$ cat src/rtl/save_pkg.sv
// -----------------------------------------------------------------------------
// save_pkg
// Shared types and constants for the save-point sequencer.
//   state_t      - sequencer states (ST_COOL only when SAVE_COOLDOWN_EN is set)
//   point_t      - packed screen coordinate (x, y), 10 bits each
//   SAVE_POINTS  - fixed save-point positions, index 0 in the low slot
//   KEY_SAVE     - keycode that requests a save
//   RADIUS_SQ    - squared activation radius used by the distance checker
// Optional feature macro: SAVE_COOLDOWN_EN
// -----------------------------------------------------------------------------
package save_pkg;

    localparam int N_POINTS        = 2;
    localparam int IDX_W           = (N_POINTS > 1) ? $clog2(N_POINTS) : 1;
    localparam int RADIUS          = 40;
    localparam int RADIUS_SQ       = RADIUS * RADIUS;
    localparam logic [7:0] KEY_SAVE = 8'd22;
    localparam int COOLDOWN_FRAMES = 30;

    typedef struct packed {
        logic [9:0] x;
        logic [9:0] y;
    } point_t;

    // Leftmost pattern element lands in the highest index.
    localparam point_t [N_POINTS-1:0] SAVE_POINTS = '{
        '{x: 10'd625, y: 10'd290},
        '{x: 10'd270, y: 10'd440}
    };

    typedef enum logic [2:0] {
        ST_IDLE,
        ST_SCAN,
        ST_COMMIT,
        ST_HOLD
`ifdef SAVE_COOLDOWN_EN
        , ST_COOL
`endif
    } state_t;

    function automatic logic [N_POINTS-1:0] onehot(input logic [IDX_W-1:0] idx);
        logic [N_POINTS-1:0] v;
        v      = '0;
        v[idx] = 1'b1;
        return v;
    endfunction

endpackage

$ cat src/rtl/save_dist_chk.sv
// -----------------------------------------------------------------------------
// save_dist_chk
// Registered squared-distance test between the kid and one save point.
//   Clk, Reset_n  - clock, asynchronous active-low reset
//   kx, ky        - kid position latched at scan start
//   px, py        - save-point position currently being tested
//   hit           - registered: (kx-px)^2 + (ky-py)^2 <= RADIUS_SQ
// One cycle of latency; a new pair may be presented every cycle.
// -----------------------------------------------------------------------------
module save_dist_chk
    import save_pkg::*;
(
    input  logic       Clk,
    input  logic       Reset_n,
    input  logic [9:0] kx,
    input  logic [9:0] ky,
    input  logic [9:0] px,
    input  logic [9:0] py,
    output logic       hit
);

    logic signed [10:0] dx;
    logic signed [10:0] dy;
    logic [10:0]        dx_mag;
    logic [10:0]        dy_mag;
    logic [20:0]        dx_sq;
    logic [20:0]        dy_sq;
    logic [21:0]        dist_sq;
    logic               hit_next;

    // Zero-extend before subtracting so the difference is a true signed
    // value instead of a wrapped unsigned one.
    always_comb begin
        dx       = $signed({1'b0, kx}) - $signed({1'b0, px});
        dy       = $signed({1'b0, ky}) - $signed({1'b0, py});
        dx_mag   = dx[10] ? 11'(-dx) : 11'(dx);
        dy_mag   = dy[10] ? 11'(-dy) : 11'(dy);
        dx_sq    = 21'(dx_mag) * 21'(dx_mag);
        dy_sq    = 21'(dy_mag) * 21'(dy_mag);
        dist_sq  = 22'(dx_sq) + 22'(dy_sq);
        hit_next = (dist_sq <= 22'(RADIUS_SQ));
    end

    always_ff @(posedge Clk or negedge Reset_n) begin
        if (!Reset_n) begin
            hit <= 1'b0;
        end else begin
            hit <= hit_next;
        end
    end

endmodule

$ cat src/rtl/save_point_ctrl.sv
// -----------------------------------------------------------------------------
// save_point_ctrl
// Save-key sequencer: on a save-key edge it scans the save points one per
// cycle through a shared distance checker, commits the first point in range,
// latches the respawn position and shows the "saved" sprite for HOLD_FRAMES.
//   Clk, Reset_n   - clock, asynchronous active-low reset
//   frame_clk      - vsync; rising edge is a frame tick (synchronised here)
//   save_exist     - save points present in this room
//   kid_x, kid_y   - kid centre position
//   keycode        - current keycode
//   kid_dead       - kid is dead (level)
//   save_s         - one-hot selected saved point, 0 = none
//   respawn_x/y    - latched respawn position
//   respawn_valid  - a save has been committed since reset
//   save_pulse     - one-cycle strobe on commit
// Optional feature macro: SAVE_COOLDOWN_EN (adds a post-HOLD cooldown state).
// -----------------------------------------------------------------------------
module save_point_ctrl
    import save_pkg::*;
#(
    parameter int         HOLD_FRAMES = 60,
    parameter logic [9:0] DEFAULT_X   = 10'd40,
    parameter logic [9:0] DEFAULT_Y   = 10'd440
) (
    input  logic                Clk,
    input  logic                Reset_n,
    input  logic                frame_clk,
    input  logic                save_exist,
    input  logic [9:0]          kid_x,
    input  logic [9:0]          kid_y,
    input  logic [7:0]          keycode,
    input  logic                kid_dead,
    output logic [N_POINTS-1:0] save_s,
    output logic [9:0]          respawn_x,
    output logic [9:0]          respawn_y,
    output logic                respawn_valid,
    output logic                save_pulse
);

    localparam int               HOLD_W   = $clog2(HOLD_FRAMES + 1);
    localparam logic [IDX_W-1:0] LAST_IDX = IDX_W'(N_POINTS - 1);

    state_t              state_reg, state_next;

    logic [2:0]          fsync_reg;
    logic                frame_tick;
    logic                key_prev_reg;
    logic                key_is_save;
    logic                key_edge;

    logic [9:0]          kx_reg, ky_reg;
    logic [IDX_W-1:0]    idx_reg;
    logic                issue_done_reg;
    logic                res_valid_reg;
    logic [IDX_W-1:0]    res_idx_reg;
    logic                chk_hit;
    point_t              cur_pt;

    logic [N_POINTS-1:0] save_s_reg;
    logic [9:0]          respawn_x_reg, respawn_y_reg;
    logic                respawn_valid_reg;
    logic                save_pulse_reg;
    logic [HOLD_W-1:0]   hold_cnt_reg;

    logic                start_scan;
    logic                issue_valid;
    logic                do_commit;
    logic                clear_sel;
    logic                hold_dec;

`ifdef SAVE_COOLDOWN_EN
    localparam int       COOL_W = $clog2(COOLDOWN_FRAMES + 1);
    logic [COOL_W-1:0]   cool_cnt_reg;
    logic                cool_load;
    logic                cool_dec;
`endif

    // Two synchroniser flops, third flop for rising-edge detection.
    assign frame_tick  = fsync_reg[1] & ~fsync_reg[2];
    assign key_is_save = (keycode == KEY_SAVE);
    assign key_edge    = key_is_save & ~key_prev_reg;
    assign cur_pt      = SAVE_POINTS[idx_reg];

    save_dist_chk u_dist_chk (
        .Clk     (Clk),
        .Reset_n (Reset_n),
        .kx      (kx_reg),
        .ky      (ky_reg),
        .px      (cur_pt.x),
        .py      (cur_pt.y),
        .hit     (chk_hit)
    );

    always_ff @(posedge Clk or negedge Reset_n) begin
        if (!Reset_n) begin
            state_reg <= ST_IDLE;
        end else begin
            state_reg <= state_next;
        end
    end

    always_comb begin
        state_next  = state_reg;
        start_scan  = 1'b0;
        issue_valid = 1'b0;
        do_commit   = 1'b0;
        clear_sel   = 1'b0;
        hold_dec    = 1'b0;
`ifdef SAVE_COOLDOWN_EN
        cool_load   = 1'b0;
        cool_dec    = 1'b0;
`endif
        case (state_reg)
            ST_IDLE: begin
                if (key_edge && save_exist && !kid_dead) begin
                    start_scan = 1'b1;
                    state_next = ST_SCAN;
                end
            end
            ST_SCAN: begin
                issue_valid = ~issue_done_reg;
                if (!save_exist) begin
                    clear_sel  = 1'b1;
                    state_next = ST_IDLE;
                end else if (kid_dead) begin
                    state_next = ST_IDLE;
                end else if (res_valid_reg && chk_hit) begin
                    // Results return in index order, so the first hit seen
                    // is the lowest index in range.
                    do_commit  = 1'b1;
                    state_next = ST_COMMIT;
                end else if (res_valid_reg && (res_idx_reg == LAST_IDX)) begin
                    state_next = ST_IDLE;
                end
            end
            ST_COMMIT: begin
                // Frame ticks here are deliberately not counted.
                if (!save_exist) begin
                    clear_sel  = 1'b1;
                    state_next = ST_IDLE;
                end else begin
                    state_next = ST_HOLD;
                end
            end
            ST_HOLD: begin
                if (!save_exist) begin
                    clear_sel  = 1'b1;
                    state_next = ST_IDLE;
                end else if (hold_cnt_reg == '0) begin
                    clear_sel  = 1'b1;
`ifdef SAVE_COOLDOWN_EN
                    cool_load  = 1'b1;
                    state_next = ST_COOL;
`else
                    state_next = ST_IDLE;
`endif
                end else if (frame_tick) begin
                    hold_dec = 1'b1;
                end
            end
`ifdef SAVE_COOLDOWN_EN
            ST_COOL: begin
                if (!save_exist || (cool_cnt_reg == '0)) begin
                    clear_sel  = 1'b1;
                    state_next = ST_IDLE;
                end else if (frame_tick) begin
                    cool_dec = 1'b1;
                end
            end
`endif
            default: begin
                clear_sel  = 1'b1;
                state_next = ST_IDLE;
            end
        endcase
    end

    always_ff @(posedge Clk or negedge Reset_n) begin
        if (!Reset_n) begin
            fsync_reg         <= '0;
            key_prev_reg      <= 1'b0;
            kx_reg            <= '0;
            ky_reg            <= '0;
            idx_reg           <= '0;
            issue_done_reg    <= 1'b0;
            res_valid_reg     <= 1'b0;
            res_idx_reg       <= '0;
            save_s_reg        <= '0;
            respawn_x_reg     <= DEFAULT_X;
            respawn_y_reg     <= DEFAULT_Y;
            respawn_valid_reg <= 1'b0;
            save_pulse_reg    <= 1'b0;
            hold_cnt_reg      <= '0;
        end else begin
            fsync_reg      <= {fsync_reg[1:0], frame_clk};
            key_prev_reg   <= key_is_save;
            // Tag travels alongside the checker pipeline so each registered
            // hit is matched to the index that produced it.
            res_valid_reg  <= issue_valid;
            res_idx_reg    <= idx_reg;
            save_pulse_reg <= do_commit;

            if (start_scan) begin
                kx_reg         <= kid_x;
                ky_reg         <= kid_y;
                idx_reg        <= '0;
                issue_done_reg <= 1'b0;
            end else if (issue_valid) begin
                if (idx_reg == LAST_IDX) begin
                    issue_done_reg <= 1'b1;
                end else begin
                    idx_reg <= idx_reg + IDX_W'(1);
                end
            end

            if (do_commit) begin
                respawn_x_reg     <= kx_reg;
                respawn_y_reg     <= ky_reg;
                respawn_valid_reg <= 1'b1;
                save_s_reg        <= onehot(res_idx_reg);
                hold_cnt_reg      <= HOLD_W'(HOLD_FRAMES);
            end else if (clear_sel) begin
                save_s_reg <= '0;
            end

            if (hold_dec) begin
                hold_cnt_reg <= hold_cnt_reg - HOLD_W'(1);
            end
        end
    end

`ifdef SAVE_COOLDOWN_EN
    always_ff @(posedge Clk or negedge Reset_n) begin
        if (!Reset_n) begin
            cool_cnt_reg <= '0;
        end else if (cool_load) begin
            cool_cnt_reg <= COOL_W'(COOLDOWN_FRAMES);
        end else if (cool_dec) begin
            cool_cnt_reg <= cool_cnt_reg - COOL_W'(1);
        end
    end
`endif

    assign save_s        = save_s_reg;
    assign respawn_x     = respawn_x_reg;
    assign respawn_y     = respawn_y_reg;
    assign respawn_valid = respawn_valid_reg;
    assign save_pulse    = save_pulse_reg;

endmodule

$ cat config.mk
export PLATFORM = sky130hd
export DESIGN_NAME = save_point_ctrl
export DESIGN_NICKNAME = d
export VERILOG_FILES = /design/src/rtl/save_pkg.sv /design/src/rtl/save_dist_chk.sv /design/src/rtl/save_point_ctrl.sv
export SDC_FILE = /design/constraint.sdc
export NUM_CORES = 1
export LEC_CHECK = 0
export ABC_AREA = 0
export CELL_PAD_IN_SITES_DETAIL_PLACEMENT = 0
export CELL_PAD_IN_SITES_GLOBAL_PLACEMENT = 1
export CORE_AREA = 2 2 147 149
export CTS_CLUSTER_SIZE = 14
export DETAILED_ROUTE_END_ITERATION = 10
export DIE_AREA = 0 0 149 151
export HOLD_SLACK_MARGIN = 0.15
export PLACE_DENSITY = 0.95
export SETUP_SLACK_MARGIN = 0.1
export SLEW_MARGIN = 10
export SYNTH_ARGS = -nofsm -noshare
export SYNTH_HDL_FRONTEND = slang
export SYNTH_SLANG_ARGS = --single-unit
$ cat constraint.sdc
create_clock -name Clk -period 13.32 [get_ports Clk]
set_input_delay 2.664 -clock Clk [delete_from_list [all_inputs] [get_ports Clk]]
set_output_delay 2.664 -clock Clk [all_outputs]
set_load 0.01 [all_outputs]
==> out/qor.csv, run 1 <==
stage,metric,value,unit
status,status,completed,
critical_path,Max stage delay on crit path,650,ps
synth,ys async rst share,1.00,
hold_path,Min-Delay Path Class,reg2reg,
critical_path,WP buf/inv,5,
floorplanning,full die area,22500,sq um
critical_path,"delay-heaviest family, CP",adder cells,
synth,unique cell type count in the Yosys netlist,82,
cells_and_area,most frequent cells in the layout,"inv_1, ha_1, fa_1, nor2_1, nand2_1",
synth,Post-synth EDFFs,0,
critical_path,crit path DAT,9570,ps
critical_path,worst-path fanout max,13,
critical_path,most frequent CP cell,fa_1,
detailed_routing,post-DR vias/cell,5.28,
clock_tree,CTS Hold Buffers Added,0,
placement,Place WS,4020,ps
sta,FMAX,0.107,GHz
floorplanning,Die Span X,149,um
sta,setup violators final,0,
clock_tree,worst-case clock buffer depth,2,
cells_and_area,fill count,1874,
clock_tree,Worst-Skew Late Latency,330,ps
detailed_routing,# DRC,0,
synth,predominant post-synthesis flop cell,dfrtp_1,
grt,first-pass GRT wire length,39.0,mm
critical_path,CP Class,reg2reg,
cells_and_area,# diodes,0,
clock_tree,post-CTS sizing,0,
synth,mapped cell area,10700,sq um
cells_and_area,net count reported at finish,1609,
sta,final cycle utilization of the critical path,0.702,
synth,Yosys reg bits,61,
sta,Worst Max-Slew Pin Slew,994,ps
detailed_routing,First-pass DRT Iterations,5,
synth,cell taking the most area after synthesis,fa_1,
grt,initial antenna violation count,0,
cells_and_area,fraction of layout cells with a size suffix above 1,0.0714,
sta,worst-case clock skew,6.16,ps
floorplanning,Die Height,151,um
synth,top-area cell type share of the netlist area,0.239,
synth,Mapped Cells,1228,
critical_path,RR Startpoint,idx_reg,
floorplanning,Initial Util,0.514,
hold_path,hold_sp,fsync_reg[0],
floorplanning,Core Region,20800,sq um
placement,GPL Wtd Cong,0.874,
grt,Congestion Overflow GR,0,
synth,"Seq/Total Area, Yosys",0.143,
critical_path,worst path required time,13550,ps
floorplanning,FP Rows,53,
detailed_routing,DRT Wirelength,22.0,mm
floorplanning,num ports,57,
critical_path,crit path capture type,register,
placement,PortBufs,56,
sta,setup tns final,0,ps
synth,YS warnings,0,
detailed_routing,Vias,8394,
critical_path,crit path launch,idx_reg,
detailed_routing,wire per inst,13.9,um
sta,RSZ-0062 raised after global routing,no,
clock_tree,H-tree levels,3,
cells_and_area,area delta synth->final,12.1,%
cells_and_area,"most common cell after layout, fill and taps aside",inv_1,
sta,Final min period,9340,ps
critical_path,critical path launch point type,register,
critical_path,CP max stage cell,xnor2_1,
sta,pins over their slew limit,0,
synth,Syn Area/Cell,8.71,sq um
detailed_routing,DRT antenna net count,0,
clock_tree,clock-pin slew on the worst setup and hold paths,50,ps
clock_tree,Sink Count,61,
clock_tree,TritonCTS clock tree,built,
sta,Slew HR,0.336,
sta,final hold violations,0,
grt,gr usage total,0.211,
job,Max-cap violations,0,
grt,pin count of the biggest net entering global routing,62,
placement,Detail Placement HPWL,18.3,mm
clock_tree,clock root cell,clkbuf_16,
sta,final worst slack,3980,ps
clock_tree,postcts setup bufs,0,
grt,vias in the first global route,8587,
clock_tree,clock buffers created by TritonCTS,9,
synth,top post-synthesis cells by area,"fa_1, ha_1, dfrtp_1",
detailed_routing,1st-iter DRT viols,315,
-- metal layers --
| metal | GRT usage | vias up | share of wire |
|---|---|---|---|
| li1 | - | 4153 | - |
| met1 | 0.269 | 4072 | 0.44 |
| met2 | 0.391 | 145 | 0.51 |
| met3 | 0.0187 | 24 | 0.033 |
| met4 | 0.0476 | 0 | 0.014 |
| met5 | 0 | - | 0 |
-- path summary, 6_finish.rpt --
check,slack (ps),cells past startpoint,to
worst max-delay path,3980,35,u_dist_chk.hit
worst min register to register,370,0,fsync_reg[1]
max in group asynchronous,10340,2,res_valid_reg
worst min-delay path,370,0,fsync_reg[1]
min in group asynchronous,2480,2,ky_reg[5]
worst max register to register,3980,35,u_dist_chk.hit
-- layout make-up --
cell class	count	area, sq um	share of cell area
Tap cell	275	344	0.0287
Inverter	213	802	0.0669
Sequential cell	61	1540	0.128
Multi-Input combinational cell	962	8390	0.700
Clock inverter	4	47.5	0.00396
Timing Repair Buffer	64	616	0.0513
Clock buffer	12	256	0.0214
-- per-stage QoR --
step	hold slack, ps	instances	util	area (sq um)
2_1_floorplan	331	1256	-	10800
3_3_place_gp	366	1575	0.561	11700
3_5_place_dp	359	1575	0.561	11700
4_1_cts	379	1591	0.576	12000
5_1_grt	392	1591	0.576	12000
6_report	369	1591	0.576	12000
-- Yosys cell counts (all sizes together), types with 13 or more instances --
master	instances
nor2	126
a21oi	44
o21ai	57
clkbuf	17
ha	137
xor2	18
dfrtp	54
xnor2	54
or2	18
nor3	24
fa	128
nand3	16
nand2b	13
nand2	117
nor2b	15
o21a	18
inv	212
mux2	27
-- cell families (layout without fill, tap and decap cells) --
logic type	Yosys count	count (layout)	synth area share
AND/OR/NAND/NOR	371	371	0.159
multiplexers	29	29	0.0306
flip-flops	61	61	0.143
adder cells (fa/ha/maj)	265	265	0.400
buffers and inverters	233	293	0.0822
AO/OA/AOI/OAI	195	195	0.120
other	2	30	0.000702
XOR/XNOR	72	72	0.0642
Power of run 1 is left out: the tool's default activity adds up to more than one toggle a clock period on the data nets, which glitch-free logic cannot reach.
==> inputs of run 2 (changes only) <==
--- a/config.mk
+++ b/config.mk
@@ -8,12 +8,12 @@
 export ABC_AREA = 0
 export CELL_PAD_IN_SITES_DETAIL_PLACEMENT = 0
 export CELL_PAD_IN_SITES_GLOBAL_PLACEMENT = 1
-export CORE_AREA = 2 2 147 149
+export CORE_AREA = 2 2 153 155
 export CTS_CLUSTER_SIZE = 14
 export DETAILED_ROUTE_END_ITERATION = 10
-export DIE_AREA = 0 0 149 151
+export DIE_AREA = 0 0 155 157
 export HOLD_SLACK_MARGIN = 0.15
-export PLACE_DENSITY = 0.95
+export PLACE_DENSITY = 0.92
 export SETUP_SLACK_MARGIN = 0.1
 export SLEW_MARGIN = 10
 export SYNTH_ARGS = -nofsm -noshare
==> constraint.sdc (replaced) <==
create_clock -name Clk -period 9.23 [get_ports Clk]
set_input_delay 1.846 -clock Clk [delete_from_list [all_inputs] [get_ports Clk]]
set_output_delay 1.846 -clock Clk [all_outputs]
set_load 0.01 [all_outputs]
==> run 2 against run 1 <==
- maximum frequency rose by 7.7%
- clock skew rose by 2.6 ps
- count of clock-buffer cells in the layout fell by 1
- via count rose by 1.1%
- global-route usage fell by 1.7 points
- critical path type unchanged
- largest cell class unchanged
==> out/qor.csv, run 2 (synthesized netlist as in run 1, its figures left out) <==
stage,metric,value,unit,change
grt,pin count of the biggest net entering global routing,62,,unchanged
sta,pins over their slew limit,0,,unchanged
critical_path,Crit. path cell count,34,,was 35
critical_path,R2R Setup Slk,550,ps,was 3980 ps
cells_and_area,most frequent cells in the layout,"inv_1, ha_1, fa_1, nor2_1, nand2_1",,unchanged
cells_and_area,Reg area,1540,sq um,about the same
detailed_routing,1st-iter DRT viols,369,,was 315
critical_path,WP buf/inv,5,,unchanged
cells_and_area,"most common cell after layout, fill and taps aside",inv_1,,unchanged
sta,Slew HR,0.276,,was 0.336
clock_tree,worst-case clock buffer depth,2,,unchanged
clock_tree,clock-pin slew on the worst setup and hold paths,50,ps,about the same
grt,initial antenna violation count,0,,unchanged
critical_path,CP Class,reg2reg,,unchanged
placement,Detail Placement HPWL,18.6,mm,was 18.3 mm
sta,worst-case clock skew,8.76,ps,was 6.16 ps
critical_path,critical path launch point type,register,,unchanged
clock_tree,H-tree levels,3,,unchanged
sta,setup tns final,0,ps,unchanged
floorplanning,Die Span X,155,um,was 149 um
grt,first-pass GRT wire length,39.3,mm,was 39.0 mm
critical_path,r2r worst-path depth,34,,was 35
detailed_routing,Vias,8487,,"was 8,394"
status,status,completed,,unchanged
critical_path,worst-path fanout max,11,,was 13
floorplanning,Initial Util,0.476,,was 0.514
critical_path,crit path DAT,8900,ps,was 9570 ps
cells_and_area,fill count,2024,,"was 1,874"
detailed_routing,post-DR vias/cell,5.23,,was 5.28
critical_path,worst reg2reg path endpoint,u_dist_chk.hit,,unchanged
job,Max-cap violations,0,,unchanged
sta,final hold violations,0,,unchanged
detailed_routing,wire per inst,14.0,um,was 13.9 um
floorplanning,Core Region,22500,sq um,"was 20,800 sq um"
placement,PortBufs,56,,unchanged
clock_tree,clock root cell,clkbuf_16,,unchanged
sta,setup violators final,0,,unchanged
cells_and_area,area delta synth->final,14.7,%,was 12.1%
hold_path,Min-Delay Endpoint,fsync_reg[1],,unchanged
floorplanning,FP Rows,55,,was 53
cells_and_area,fraction of layout cells with a size suffix above 1,0.0987,,was 0.0714
critical_path,crit path capture type,register,,unchanged
clock_tree,Sink Count,61,,unchanged
sta,FMAX,0.115,GHz,was 0.107 GHz
cells_and_area,area occupied by multi-input gates,8500,sq um,was 8390 sq um
critical_path,"delay-heaviest family, CP",adder cells,,unchanged
cells_and_area,net count reported at finish,1630,,"was 1,609"
sta,Final min period,8680,ps,was 9340 ps
critical_path,Max stage delay on crit path,550,ps,was 650 ps
sta,RSZ-0062 raised after global routing,no,,unchanged
detailed_routing,First-pass DRT Iterations,5,,unchanged
placement,GPL Wtd Cong,0.865,,was 0.874
critical_path,most frequent CP cell,fa_1,,unchanged
grt,Congestion Overflow GR,0,,unchanged
hold_path,hold path cells,0,,unchanged
sta,final cycle utilization of the critical path,0.940,,was 0.702
cells_and_area,# diodes,0,,unchanged
detailed_routing,DRT Wirelength,22.7,mm,was 22.0 mm
floorplanning,num ports,57,,unchanged
clock_tree,Worst-Skew Late Latency,330,ps,about the same
floorplanning,full die area,24300,sq um,"was 22,500 sq um"
hold_path,Min-Delay Path Class,reg2reg,,unchanged
sta,Worst Max-Slew Pin Slew,1080,ps,was 994 ps
detailed_routing,# DRC,0,,unchanged
clock_tree,TritonCTS clock tree,built,,unchanged
floorplanning,Die Height,157,um,was 151 um
clock_tree,clock buffers created by TritonCTS,9,,unchanged
critical_path,worst path required time,9450,ps,"was 13,550 ps"
grt,gr usage total,0.195,,was 0.211
critical_path,CP max stage cell,fa_1,,was xnor2_1
grt,vias in the first global route,8542,,"was 8,587"
critical_path,RR Startpoint,idx_reg,,unchanged
detailed_routing,DRT antenna net count,0,,unchanged
clock_tree,CTS Hold Buffers Added,0,,unchanged
hold_path,hold_sp,fsync_reg[0],,unchanged
==> run 2: changes by cell type in the layout (fill, tap and decap cells not counted), sizes merged <==
cell,change
buf,+20
clkinvlp,+1
==> run 2: worst max-delay path by stage <==
stage / startpoint / endpoint / slack (ps)
3_5_place_dp: idx_reg / u_dist_chk.hit / 180
3_3_place_gp: idx_reg / u_dist_chk.hit / 360
6_report: idx_reg / u_dist_chk.hit / 550
2_1_floorplan: idx_reg / u_dist_chk.hit / 800
5_1_grt: idx_reg / u_dist_chk.hit / 50
4_1_cts: idx_reg / u_dist_chk.hit / 110
==> run 2: per-stage QoR <==
stage	instances	instance area [sq um]	setup WS (ps)	hold slack, ps	utilization
6_report	1622	12300	551	350	0.546
3_5_place_dp	1600	11800	184	340	0.525
4_1_cts	1616	12100	108	352	0.539
5_1_grt	1622	12300	54.1	362	0.546
3_3_place_gp	1600	11800	358	341	0.525
2_1_floorplan	1256	10800	796	331	-
==> run 2: routing by layer <==
metal / track usage / routed length (um)
met5: 0 / 0
met4: 0.0476 / 406
met3: 0.0162 / 791
met2: 0.355 / 11400
met1: 0.251 / 10100
==> run 2: layout make-up <==
type	instances	area share
clock buffers	11	0.0206
clock inverters	5	0.00479
inverters	213	0.0653
multi-input cells	962	0.692
flip-flops and latches	61	0.125
well taps	285	0.0290
repair buffers	85	0.0630
==> run 2: what timing repair did <==
action,CTS,global route
resized for setup,0,23
endpoints found under the setup margin,0,1
setup buffers,0,6
Power of run 2 is left out for the same reason.
